[src/rtl/wb_buffer.sv]
// Writeback buffer: in-order FIFO of pending register writes feeding the register file write port.
// Define WB_BYPASS_EN to build youngest-entry data forwarding on the chk*data lookup ports.
module wb_buffer #(
    parameter int unsigned DEPTH = 4
) (
    input  logic                     clk,
    input  logic                     rst,
    input  logic                     in_valid,
    output logic                     in_ready,
    input  logic [2:0]               in_reg,
    input  logic [15:0]              in_data,
    input  logic                     drain_en,
    input  logic                     flush,
    output logic                     rf_write,
    output logic [2:0]               rf_writeregsel,
    output logic [15:0]              rf_writedata,
    input  logic [2:0]               chk1sel,
    input  logic [2:0]               chk2sel,
    output logic                     chk1hit,
    output logic                     chk2hit,
    output logic [15:0]              chk1data,
    output logic [15:0]              chk2data,
    output logic [$clog2(DEPTH):0]   count
);

    localparam int unsigned PW = $clog2(DEPTH);
    localparam int unsigned CW = PW + 1;

    logic [2:0]    ent_reg  [DEPTH];
    logic [15:0]   ent_data [DEPTH];
    logic [PW-1:0] head;
    logic [PW-1:0] tail;
    logic          empty;
    logic          push;
    logic          pop;

    assign empty    = (count == '0);
    assign in_ready = (count < CW'(DEPTH));
    assign push     = in_valid && in_ready && !flush;
    assign pop      = !empty && drain_en && !flush;

    assign rf_write       = pop;
    assign rf_writeregsel = empty ? '0 : ent_reg[head];
    assign rf_writedata   = empty ? '0 : ent_data[head];

    always_ff @(posedge clk or negedge rst) begin
        if (!rst) begin
            head  <= '0;
            tail  <= '0;
            count <= '0;
        end else if (flush) begin
            head  <= '0;
            tail  <= '0;
            count <= '0;
        end else begin
            if (push) tail <= tail + 1'b1;
            if (pop)  head <= head + 1'b1;
            case ({push, pop})
                2'b10:   count <= count + 1'b1;
                2'b01:   count <= count - 1'b1;
                default: count <= count;
            endcase
        end
    end

    // Entry storage carries no reset; validity is defined solely by head/count.
    always_ff @(posedge clk) begin
        if (push) begin
            ent_reg[tail]  <= in_reg;
            ent_data[tail] <= in_data;
        end
    end

    // Scan oldest to youngest so the last match seen is the youngest entry.
    always_comb begin
        logic [PW-1:0] idx;
        idx      = '0;
        chk1hit  = 1'b0;
        chk2hit  = 1'b0;
        chk1data = '0;
        chk2data = '0;
        for (int unsigned i = 0; i < DEPTH; i++) begin
            idx = head + PW'(i);
            if (CW'(i) < count) begin
                if (ent_reg[idx] == chk1sel) begin
                    chk1hit = 1'b1;
`ifdef WB_BYPASS_EN
                    chk1data = ent_data[idx];
`endif
                end
                if (ent_reg[idx] == chk2sel) begin
                    chk2hit = 1'b1;
`ifdef WB_BYPASS_EN
                    chk2data = ent_data[idx];
`endif
                end
            end
        end
    end

endmodule

[config.mk]
export PLATFORM = sky130hd
export DESIGN_NAME = wb_buffer
export DESIGN_NICKNAME = d
export VERILOG_FILES = /design/src/rtl/wb_buffer.sv
export SDC_FILE = /design/constraint.sdc
export NUM_CORES = 1
export LEC_CHECK = 0
export BUFFER_PORTS_ARGS = -buffer_cell sky130_fd_sc_hd__buf_2
export CAP_MARGIN = 20
export CORE_UTILIZATION = 49
export DETAILED_ROUTE_END_ITERATION = 10
export GPL_TIMING_DRIVEN = 0
export PLACE_DENSITY = 0.76
export SETUP_SLACK_MARGIN = 0.4
export SYNTH_ARGS = -nofsm -noshare
export SYNTH_HDL_FRONTEND = slang
export SYNTH_SLANG_ARGS = --single-unit
[constraint.sdc]
create_clock -name clk -period 1.9 [get_ports clk]
set_input_delay 0.38 -clock clk [delete_from_list [all_inputs] [get_ports clk]]
set_output_delay 0.38 -clock clk [all_outputs]
set_load 0.03 [all_outputs]
* Word-level counts from Yosys, hierarchy flattened
Memories as Yosys holds them, arrays and structs flattened. Cells that the tools add are included. Widths: inputs -> output; s select.
Storage, ports and cells: memory bits (writable) 76, bits in registers 7, memories kept 2, input bits 30, latch bits 0, word-level logic and storage cells 62, memory bits (read-only) 0, output and inout bits 58
Cells by class: add/sub/neg operators 6, multiplexer cells 26, multipliers 0, div/mod/pow operators 0, shift-type cells 0, reduce and logical (&&, ||, !) cells 10, equal/unequal tests 10, bitwise logic cells 0, magnitude comparators 5
Memories:
- ent_data | words 4, bits a word 16, read ports 1, clocked after Yosys merged registers in 0, write ports 1, line 30 | logic [15:0] ent_data [DEPTH];
- ent_reg | words 4, bits a word 3, read ports 4, clocked after Yosys merged registers in 0, write ports 1, line 29 | logic [2:0] ent_reg [DEPTH];
Operators with widths (number):
- $eq 3x3->1 | 8
- $mux 1 | 18
- $mux 16 | 1
- $mux 2 | 4
- $lt 1x3->1 const A | 2
- $lt 2x3->1 const A | 2
- $mux 3 | 2
- $pmux 3 s2 | 1
- $add 2x1->2 const B | 2
- $add 2x2->2 const B | 2
- $logic_and 1x1->1 | 4
- $reduce_bool 2->1 | 2
- $add 3x1->3 const B | 1
- $logic_not 3->1 | 1
- $lt 3x3->1 const B | 1
- $reduce_bool 3->1 | 1
- $sub 3x1->3 const B | 1
- $eq 2x1->1 const B | 1
- $eq 2x2->1 const B | 1
- $logic_not 1->1 | 2

* Depth between registers and ports, before layout
Gate-level depths: netlist of the first run. An unclocked memory read counts as a cell.
depth in word-level cells 10, mapped depth 7, gate-level depth less buffers 6

* Worst setup path after synthesis of the first run
Ideal clock, no wire load.
kind register to output, from reg count[0], to out rf_writedata[10], setup slack -0.201 ns, cell stages (with the launch flop) 6, arrival 1.721 ns, required time 1.520 ns, path buffers 1, cell sequence dfrtp_1 > inv_1 > ha_1 > nor2b_1 > clkbuf_1 > nor2b_1
Between the ends: longest elaborated chain between the ends 2
Ends and longest elaborated chain:
- start: declaration | line 23 | output logic [$clog2(DEPTH):0] count
- start signal: assignment | line 59 | 2'b10: count <= count + 1'b1;
- start signal: assignment | line 60 | 2'b01: count <= count - 1'b1;
- start signal: assignment | line 61 | default: count <= count;
- $logic_not 3->1 | line 37 | assign empty = (count == '0);
- $mux 16 | line 44 | assign rf_writedata = empty ? '0 : ent_data[head];
- end: declaration | line 16 | output logic [15:0] rf_writedata,
No other way between the ends.

* Final worst setup path of the first run
from reg head[0], to out chk1hit
Between the ends: longest elaborated chain between the ends 10, elaborated cells between the ends (all ways) 16, those cells by class add/sub (3); eq/ne (4); mux (8); memory (1)
Ends and longest elaborated chain:
- start: declaration | line 31 | logic [PW-1:0] head;
- start signal: assignment | line 57 | if (pop) head <= head + 1'b1;
- $mem_v2 4x3 (*)
- $eq 3x3->1 | line 85 | if (ent_reg[idx] == chk1sel) begin
- $mux 1 | line 85
- $mux 1 | line 84 | if (CW'(i) < count) begin
- $mux 1 | line 85
- $mux 1 | line 84
- $mux 1 | line 85
- $mux 1 | line 84
- $mux 1 | line 85
- $mux 1 (*) | line 84
- end: declaration | line 19 | output logic chk1hit,
Mark *: on every way between the ends. The rest lies on a longest branch, timed or not.

==> results of run 1 <==
per-layer routing:
metal / share of wire [%] / routed length, um / GRT usage (%) / vias to the layer above
met1: 38 / 3310 / 22.9 / 1258
met3: 6.5 / 569 / 4.37 / 20
met2: 53 / 4650 / 35.7 / 118
met5: 0 / 0 / 0 / -
li1: - / - / - / 1185
met4: 2.7 / 241 / 8.21 / 0
final cells by class:
type                    instances  area [um^2]
clock buffers                   9          124
multi-input cells             156         1770
fillers                       500         2160
flip-flops and latches         83         2460
well taps                     105          131
repair buffers                 97         1050
inverters                       5         26.3
clock inverters                 7         50.0
plain buffers                  48          405
placed cells by master (no fill, tap or decap), drive strengths merged, types with 4 or more instances in the layout:
cell type,instances
xnor2,28
mux4,28
clkbuf,18
inv,7
ha,8
and2,4
nand4,10
buf,135
conb,32
nor2,9
dfrtp,7
edfxtp,76
nor2b,21
per-stage QoR:
step | setup WS, ns | instance area [um^2] | setup TNS [ns]
CTS | -0.515 | 5670 | -9.36
global placement | -0.339 | 4800 | -4.24
floorplan | -0.131 | 4430 | -0.695
finish | -0.541 | 6020 | -9.26
detailed placement | -0.333 | 4800 | -4.46
global route | -0.637 | 6020 | -10.93
power groups by stage:
stage	Combinational, mW	Sequential (mW)	Clock (mW)
4_1_cts	3.37	2.20	1.13
3_5_place_dp	2.88	2.25	0
5_1_grt	4.29	2.22	1.21
3_3_place_gp	2.85	2.25	0
2_1_floorplan	2.29	2.27	0
6_report	4.07	2.21	1.13
logic make-up (layout without fill, tap and decap cells):
group	count (synthesis)	in the layout	share of synthesized area [%]
muxes	29	29	15.5
xor gates and xnor gates	29	29	6.15
DFF	83	83	59.5
AOI/OAI and AO/OA	8	8	1.09
buffers and inverters	53	166	8.18
and+or+nand+nor	49	49	6.82
adders and majority gates	9	9	2.67
other	1	32	0.0908
timing repair:
action / in CTS / in global routing
buffers inserted: 25 / 16
hold endpoints to repair: 7 / 0
resized for setup: 46 / 64
hold buffers: 1 / 0
gates cloned: 6 / 1
setup endpoints to repair: 104 / 106
pin swaps: 8 / 11
path summary, 6_finish.rpt:
path | endpoint | cells past startpoint
min reg2reg | tail[1] | 2
min | ent_data[0][8] | 1
min in group asynchronous | tail[0] | 2
max | chk1hit | 6
max reg2reg | ent_data[2][2] | 9
max in group asynchronous | count[1] | 2
==> summary.txt, run 1 <==
Global routing
  • Global route overflow: 0
  • Total global-route track usage: roughly a fifth
  • Global-route wire length before repair: between 10000 and 15000 um
  • Initial antenna violation count: 0
  • Pin count of the biggest net entering global routing: 16
  • Vias in the first global route: 2543

Logic synthesis
  • Top-count cell post-synth: edfxtp_1
  • Main flop type after synthesis: edfxtp_1
  • Register bit total from synthesis: 83
  • Cells after Synth: 261
  • Most common library cells after synthesis: 76 x edfxtp_1, 34 x buf_4, 28 x mux4_2, 28 x xnor2_1, 21 x nor2b_1
  • Yosys warning total: 0
  • Avg Cell Area, Syn: 15.8 um^2
  • Cell variety after synth: 26
  • Post-synth EDFFs: 76
  • Share of the yosys chip area belonging to registers: between 50% and 60%
  • Synth area leaders: edfxtp_1 55%, mux4_2 15%, buf_4 6.2%
  • Mapped Area: 4130 um^2
  • Cell taking the most area after synthesis: edfxtp_1
  • Post-synthesis async set-or-reset flop share: 8.43%
  • Top cell type's share of synthesized area: a little under three fifths

STA
  • PnR worst setup slack: -0.541 ns
  • Setup violations, final: 22
  • Final hold violation count: 0
  • Final cycle utilization of the critical path: 128%
  • Unrepaired setup endpoints after global routing: yes
  • Period minus WS final: 2.44 ns
  • Fmax: between 0.4 and 0.5 GHz
  • Final Skew: 0.00718 ns
  • Relative slew margins: a little under three fifths
  • Slew Viols, Final: 0
  • Worst Tran Pin Value: roughly 0.66 ns
  • Hold slack: 0.236 ns

Setup path
  • WP data required: 1.52 ns
  • Data arrival time of the worst path: 2.06 ns
  • Crit Path Class: flop to primary output
  • FF-to-FF setup slack: about 0.04 ns
  • Worst reg2reg startpoint: count[2]
  • Crit-path leading delay family: multiplexers
  • CP max stage delay: approximately 0.57 ns
  • Crit-path cells: buf_6 -> mux4_2 -> xnor2_2 -> nand4_1 -> nand4_1 -> buf_6
  • Critical Path Start: head[0]
  • Crit path launch type: flop
  • Crit-path slowest cell: mux4_2
  • Max FO, Critical Path: 5
  • Worst Setup End Kind: primary output
  • Buffers and inverters on the worst path: 2

Routing
  • Detail Route Antenna Nets: 0
  • Via-per-instance ratio: 5.06
  • Drt total wl: 8780 um
  • Initial DRC Count: 148
  • WL/cell: 17.2 um
  • DR vias: 2581
  • Post-route DRC: 2
  • First-pass DRT Iterations: 7

Floorplanning
  • Chip height: 93.8 um
  • Core Area: 8180 um^2
  • Row cnt: 33
  • Die area: 8800 um^2
  • Starting Density: approximately 51%
  • Die Width: roughly 94 um
  • # IOs: slightly below 90

Power
  • Int Pwr: 4.69 mW
  • Clock Power Share: 15.3%
  • Switching share of power: 36.7%
  • Pwr/cell area: 1230 nW/um^2
  • Sequential power share: 29.8%
  • Tot Pwr: roughly 7.4 mW
  • Sw power: 2.72 mW
  • Static leakage: 2.38 nW
  • Worst vdd ir: between 0.001 and 0.0015 V
  • Logic pwr share: 54.9%

Job
  • Max-Cap Viols: 0

Status
  • Failing checks: design-rule violations, negative setup slack
  • Run status: finished with violations

Min path
  • Min-Delay Path Class: input pin to flop
  • HP Start: in_data[8]

Clock network
  • Clock buffer count from CTS: 9
  • Clock sinks: between 80 and 90
  • Clock Latency Late Sink: between 0.3 and 0.4 ns
  • Longest Clk Path Bufs: 2
  • Worst-path clk slew: 0.09 ns
  • CTS tree: built
  • # H-tree levels: 3
  • Root Buffer: clkbuf_8

Final layout
  • Layout Nets: roughly 440
  • Proportion of layout cells with a drive suffix above 1: 56.8%
  • Final core utilization: 73.6%
  • Antenna diodes: 0
  • Number of flip-flops in the largest register: 64
  • Post-Layout Cell Count: between 500 and 600
  • Area Overhead vs Synth: 45.7%

Place
  • Post-DP HPWL: 4690 um
  • GPL Wtd Cong: 0.872
  • Placed insts: roughly 450
  • Port Buffers: 48
Note: power is estimated with default switching activity, not from simulation.
==> run 2: changes to the inputs <==
--- a/config.mk
+++ b/config.mk
@@ -7,10 +7,11 @@
 export LEC_CHECK = 0
 export BUFFER_PORTS_ARGS = -buffer_cell sky130_fd_sc_hd__buf_2
 export CAP_MARGIN = 20
-export CORE_UTILIZATION = 49
+export CORE_UTILIZATION = 51
+export CTS_BUF_LIST = sky130_fd_sc_hd__clkbuf_4 sky130_fd_sc_hd__clkbuf_8
 export DETAILED_ROUTE_END_ITERATION = 10
 export GPL_TIMING_DRIVEN = 0
-export PLACE_DENSITY = 0.76
+export PLACE_DENSITY = 0.78
 export SETUP_SLACK_MARGIN = 0.4
 export SYNTH_ARGS = -nofsm -noshare
 export SYNTH_HDL_FRONTEND = slang
==> run 2 against run 1 <==
  * Non-clock buffer count is 2 higher
  * The run ends with negative setup slack left
  * Clock-buffer cell count is 1 higher
  * Power rose by 3.3%
  * Cell area is 0.35% higher
  * Flip-flop and latch count did not move
  * Cell count down 0.20%
==> summary.txt, run 2 (synthesized netlist as in run 1, its figures left out) <==
Status
  • Run status: finished with violations
  • Failing checks: negative setup slack

Setup path
  • Crit-path cells: buf_4 -> mux4_2 -> xnor2_2 -> nand4_1 -> nand4_1 -> buf_6
  • Data arrival time of the worst path: about 2.1 ns
  • Worst reg2reg startpoint: count[2]
  • Worst Setup End Kind: primary output
  • Crit-path slowest cell: mux4_2
  • Max FO, Critical Path: 3
  • Buffers and inverters on the worst path: 2
  • WP data required: 1.52 ns
  • Most used cell, CP: nand4_1
  • Crit Path Class: flop to primary output
  • CP max stage delay: 0.57 ns
  • Crit-path leading delay family: multiplexers
  • Crit path launch type: flop
  • Critical Path Start: head[0]

Global routing
  • Pin count of the biggest net entering global routing: 15
  • Total global-route track usage: between 20% and 30%
  • Initial antenna violation count: 0
  • Global route overflow: 0
  • Global-route wire length before repair: roughly 13000 um
  • Vias in the first global route: 2492

STA
  • Relative slew margins: 60.6%
  • Final Skew: 0.0152 ns
  • Final hold violation count: 0
  • Worst Tran Pin Value: between 0.5 and 0.6 ns
  • PnR worst setup slack: -0.573 ns
  • Fmax: around 0.40 GHz
  • Final cycle utilization of the critical path: 130%
  • Sum Neg Setup Slack: -10.31 ns
  • Slew Viols, Final: 0
  • Unrepaired setup endpoints after global routing: yes
  • Period minus WS final: about 2.5 ns
  • Setup violations, final: 59

Floorplanning
  • Core Area: 7770 um^2
  • Chip height: roughly 92 um
  • Row cnt: 32
  • Starting Density: 53.2%
  • # IOs: 88
  • Die Width: 92.0 um
  • Die area: 8460 um^2

Routing
  • Metal2 WL: around 5200 um
  • DR vias: 2613
  • Max Used Layer: met4
  • Drt total wl: approximately 9500 um
  • Initial DRC Count: 101
  • Detail Route Antenna Nets: 0
  • Post-route DRC: 0
  • Metal3 WL: 455 um
  • Via-per-instance ratio: 5.13
  • WL/cell: 18.8 um
  • M1 wire length: between 3000 and 4000 um
  • First-pass DRT Iterations: 4

Clock network
  • CTS tree: built
  • Longest Clk Path Bufs: 2
  • Clock Latency Late Sink: 0.36 ns
  • Clock sinks: just over 80
  • Clock buffer count from CTS: 9
  • # H-tree levels: 3
  • Worst-path clk slew: 0.08 ns
  • Root Buffer: clkbuf_8

Final layout
  • Number of flip-flops in the largest register: 64
  • Commonest cells after routing, fill and taps aside: 76 x edfxtp_1, 49 x buf_4, 32 x buf_6, 32 x conb_1, 32 x buf_2
  • Proportion of layout cells with a drive suffix above 1: 57.5%
  • Area Overhead vs Synth: 46.2%
  • FILL cells: 453
  • Antenna diodes: 0
  • Layout Nets: 440
  • Most common cell after layout, fill and taps aside: edfxtp_1
  • Post-Layout Cell Count: 509

Min path
  • Min-Delay Path Class: input pin to flop
  • HP Start: in_data[9]

Power
  • Logic pwr share: 54.7%
  • Worst vdd ir: 0.000865 V
  • Sequential power share: around 29%
  • Pwr/cell area: ~1300 nW/um^2
  • Sw power: roughly 2.7 mW
  • Static leakage: 2.41 nW
  • Int Pwr: around 5 mW
  • Clock Power Share: 16.3%
  • Switching share of power: 35.9%

Place
  • Post-placement worst setup slack: -0.335 ns
  • Port Buffers: 48
  • Placed insts: 442
  • GPL Wtd Cong: 0.713
  • Post-DP HPWL: 4850 um

Job
  • Max-Cap Viols: 0
-- run 2: changes by cell type in the layout (fill, tap and decap cells not counted), sizes merged --
cell,previous run,this run
buf,135,136
inv,7,6
clkinv,3,2
clkbuf,18,20
bufinv,0,1
-- run 2: final cells by class --
type	instances	area [um^2]	area share (%)
plain buffers	48	400	6.63
clock buffers	10	131	2.18
clock inverters	6	63.8	1.06
inverters	5	28.8	0.477
multi-input cells	156	1770	29.3
flip-flops and latches	83	2460	40.8
well taps	102	128	2.11
repair buffers	99	1060	17.5
-- run 2: per-stage QoR --
step                      hold slack, ns  total power, mW  instance area, um^2  util (%)
after detailed placement           0.230             5.14                 4800      61.8
after global routing               0.224             7.95                 6040      77.7
final                              0.232             7.65                 6040      77.7
after global placement             0.227             5.09                 4800      61.8
after floorplan                   0.0844             4.56                 4430         -
after CTS                          0.219             6.85                 5660      72.9
-- run 2: worst paths after layout --
path / end / slack (ns) / cells after the start
max: chk1hit / -0.57 / 6
max in group asynchronous: head[0] / 1.33 / 2
max reg2reg: ent_data[2][15] / -0.05 / 9
min in group asynchronous: count[0] / 0.39 / 2
min: ent_data[1][9] / 0.23 / 1
min reg2reg: tail[1] / 0.67 / 2
-- run 2: power by group through the flow --
stage | logic [mW] | clock network, mW | registers, mW
floorplan | 2.29 | 0 | 2.27
global placement | 2.85 | 0 | 2.24
detailed placement | 2.89 | 0 | 2.25
CTS | 3.39 | 1.26 | 2.21
global route | 4.38 | 1.34 | 2.23
finish | 4.19 | 1.25 | 2.22
-- run 2: layer usage --
layer	vias to the layer above	global-route usage [%]
li1	1189	-
met1	1305	25.6
met2	104	37.6
met3	15	4.56
met4	0	7.55
met5	-	0
-- run 2: timing repair --
action	4_1_cts	5_1_grt
setup endpoints to repair	104	107
cloned	5	2
hold buffers	1	0
endpoints found under the hold margin	7	0
pin swaps	11	11
resized for setup	52	55
setup buffers	24	19
-- run 2: worst reg2reg max path: stages (launching register included) --
cell and delay (ns):
dfrtp_2 0.44, buf_6 0.14, buf_6 0.12, nand2b_4 0.13, buf_8 0.12, nor2_4 0.14, buf_6 0.13, and2_4 0.18
buf_12 0.12, buf_12 0.13
==> run 3: changes to the inputs <==
--- a/config.mk
+++ b/config.mk
@@ -12,6 +12,7 @@
 export DETAILED_ROUTE_END_ITERATION = 10
 export GPL_TIMING_DRIVEN = 0
 export PLACE_DENSITY = 0.78
+export RECOVER_POWER = 25
 export SETUP_SLACK_MARGIN = 0.4
 export SYNTH_ARGS = -nofsm -noshare
 export SYNTH_HDL_FRONTEND = slang
==> run 3 against run 2 <==
  * The flow still finishes with violations (negative setup slack)
  * Worst hold slack better by 0.0057 ns
  * Combinational power is essentially flat
  * Maximum frequency about the same
  * Global-route usage unchanged
  * Sequential share of layout area grew 0.076 points
  * Core utilization down 0.14 points
  * Critical endpoint unchanged
==> summary.txt, run 3 (synthesized netlist as in run 1, its figures left out) <==
STA
  • PnR worst setup slack: -0.573 ns
  • Final hold violation count: 0
  • Final Skew: approximately 0.015 ns
  • Unrepaired setup endpoints after global routing: yes
  • Hold slack: 0.238 ns
  • Worst Tran Pin Value: about 0.59 ns
  • Period minus WS final: 2.47 ns
  • Relative slew margins: 60.6%
  • Setup violations, final: 55
  • Sum Neg Setup Slack: -10.17 ns
  • Fmax: 0.404 GHz
  • Slew Viols, Final: 0
  • Final cycle utilization of the critical path: 130%

Power
  • Int Pwr: 4.90 mW
  • Static leakage: 2.39 nW
  • Tot Pwr: 7.65 mW
  • Sequential power share: 29.0%
  • Sw power: around 2.7 mW
  • Clock Power Share: 16.3%
  • Logic pwr share: 54.7%
  • Switching share of power: 35.9%
  • Worst vdd ir: around 0.00086 V
  • Pwr/cell area: approximately 1300 nW/um^2

Clock network
  • Clock sinks: 83
  • Worst-path clk slew: 0.08 ns
  • Clock Latency Late Sink: 0.36 ns
  • # H-tree levels: 3
  • Clock buffer count from CTS: 9
  • Longest Clk Path Bufs: 2
  • Root Buffer: clkbuf_8
  • CTS tree: built

Global routing
  • Global route overflow: 0
  • Vias in the first global route: 2492
  • Pin count of the biggest net entering global routing: 15
  • Initial antenna violation count: 0
  • Global-route wire length before repair: 12800 um
  • Total global-route track usage: between 20% and 30%

Routing
  • DR vias: 2617
  • Post-route DRC: 0
  • WL/cell: 18.8 um
  • Initial DRC Count: 95
  • Drt total wl: between 9000 and 10000 um
  • Detail Route Antenna Nets: 0
  • Via-per-instance ratio: 5.14
  • First-pass DRT Iterations: 4

Place
  • Post-placement worst setup slack: -0.335 ns
  • Placed insts: 442
  • GPL Wtd Cong: 0.713
  • Post-DP HPWL: 4850 um
  • Port Buffers: 48
  • Placed Instance Area: between 4000 and 5000 um^2

Final layout
  • Most common cell after layout, fill and taps aside: edfxtp_1
  • Fin area: ~6000 um^2
  • Antenna diodes: 0
  • Area Overhead vs Synth: 45.9%
  • Proportion of layout cells with a drive suffix above 1: 55.3%
  • Number of flip-flops in the largest register: 64
  • Post-Layout Cell Count: 509
  • Layout Nets: 440
  • Commonest cells after routing, fill and taps aside: 76 x edfxtp_1, 49 x buf_4, 32 x buf_6, 32 x conb_1, 28 x mux4_2
  • Final core utilization: 77.6%

Setup path
  • Crit path launch type: flop
  • Crit Path Class: flop to primary output
  • Max FO, Critical Path: 3
  • Data arrival time of the worst path: 2.09 ns
  • WP data required: roughly 1.5 ns
  • Worst Setup End Kind: primary output
  • Worst Reg-to-Reg Cells: 9

Floorplanning
  • Die Width: 92.0 um
  • Row cnt: 32
  • Die area: 8460 um^2
  • Core Area: 7770 um^2
  • Chip height: 92.0 um
  • # IOs: 88
  • Starting Density: between 50% and 60%

Status
  • Run status: finished with violations
  • Failing checks: negative setup slack

Min path
  • Hold path depth: 1
  • Min-Delay Path Class: input pin to flop

Job
  • Max-Cap Viols: 0
run 3: repair_timing:
action	in CTS	in global routing
pin swaps	11	11
cloned	5	2
buffers inserted	24	19
hold buffers	1	0
hold endpoints to repair	7	0
resized for setup	52	55
endpoints found under the setup margin	104	107
run 3: cell type report:
type,instances,area [um^2]
sequential,83,2460
multi-input combinational,156,1770
fill,460,1740
timing repair buffer,99,1050
buffer,48,400
clock buffer,10,131
tap,102,128
clock inverter,6,63.8
inverter,5,28.8
run 3: critical path: stages (launching register included):
cell and delay, ns:
dfrtp_1 0.43, buf_4 0.17, mux4_2 0.57, xnor2_2 0.16, nand4_1 0.11, nand4_1 0.13
buf_6 0.16
run 3: path summary, 6_finish.rpt:
| kind | startpoint | slack, ns | endpoint |
|---|---|---|---|
| worst max register to register | count[2] | -0.05 | ent_data[2][15] |
| worst max-delay path | head[0] | -0.57 | chk1hit |
| max in group asynchronous | rst | 1.32 | count[1] |
| min in group asynchronous | rst | 0.39 | count[0] |
| worst min-delay path | in_data[2] | 0.24 | ent_data[3][2] |
| worst min register to register | tail[1] | 0.68 | tail[1] |
run 3: power by group through the flow:
stage,sequential [mW],clock (mW),combinational (mW)
5_1_grt,2.23,1.34,4.38
2_1_floorplan,2.27,0,2.29
3_5_place_dp,2.25,0,2.89
6_report,2.22,1.25,4.18
3_3_place_gp,2.24,0,2.85
4_1_cts,2.21,1.26,3.39
run 3: routing by layer:
metal	track usage, %	up-vias	wire length, um	part of all wire (%)
li1	-	1190	-	-
met1	25.6	1306	3790	40
met2	37.6	106	5200	54
met3	4.56	15	420	4.4
met4	7.55	0	175	1.8
met5	0	-	0	0
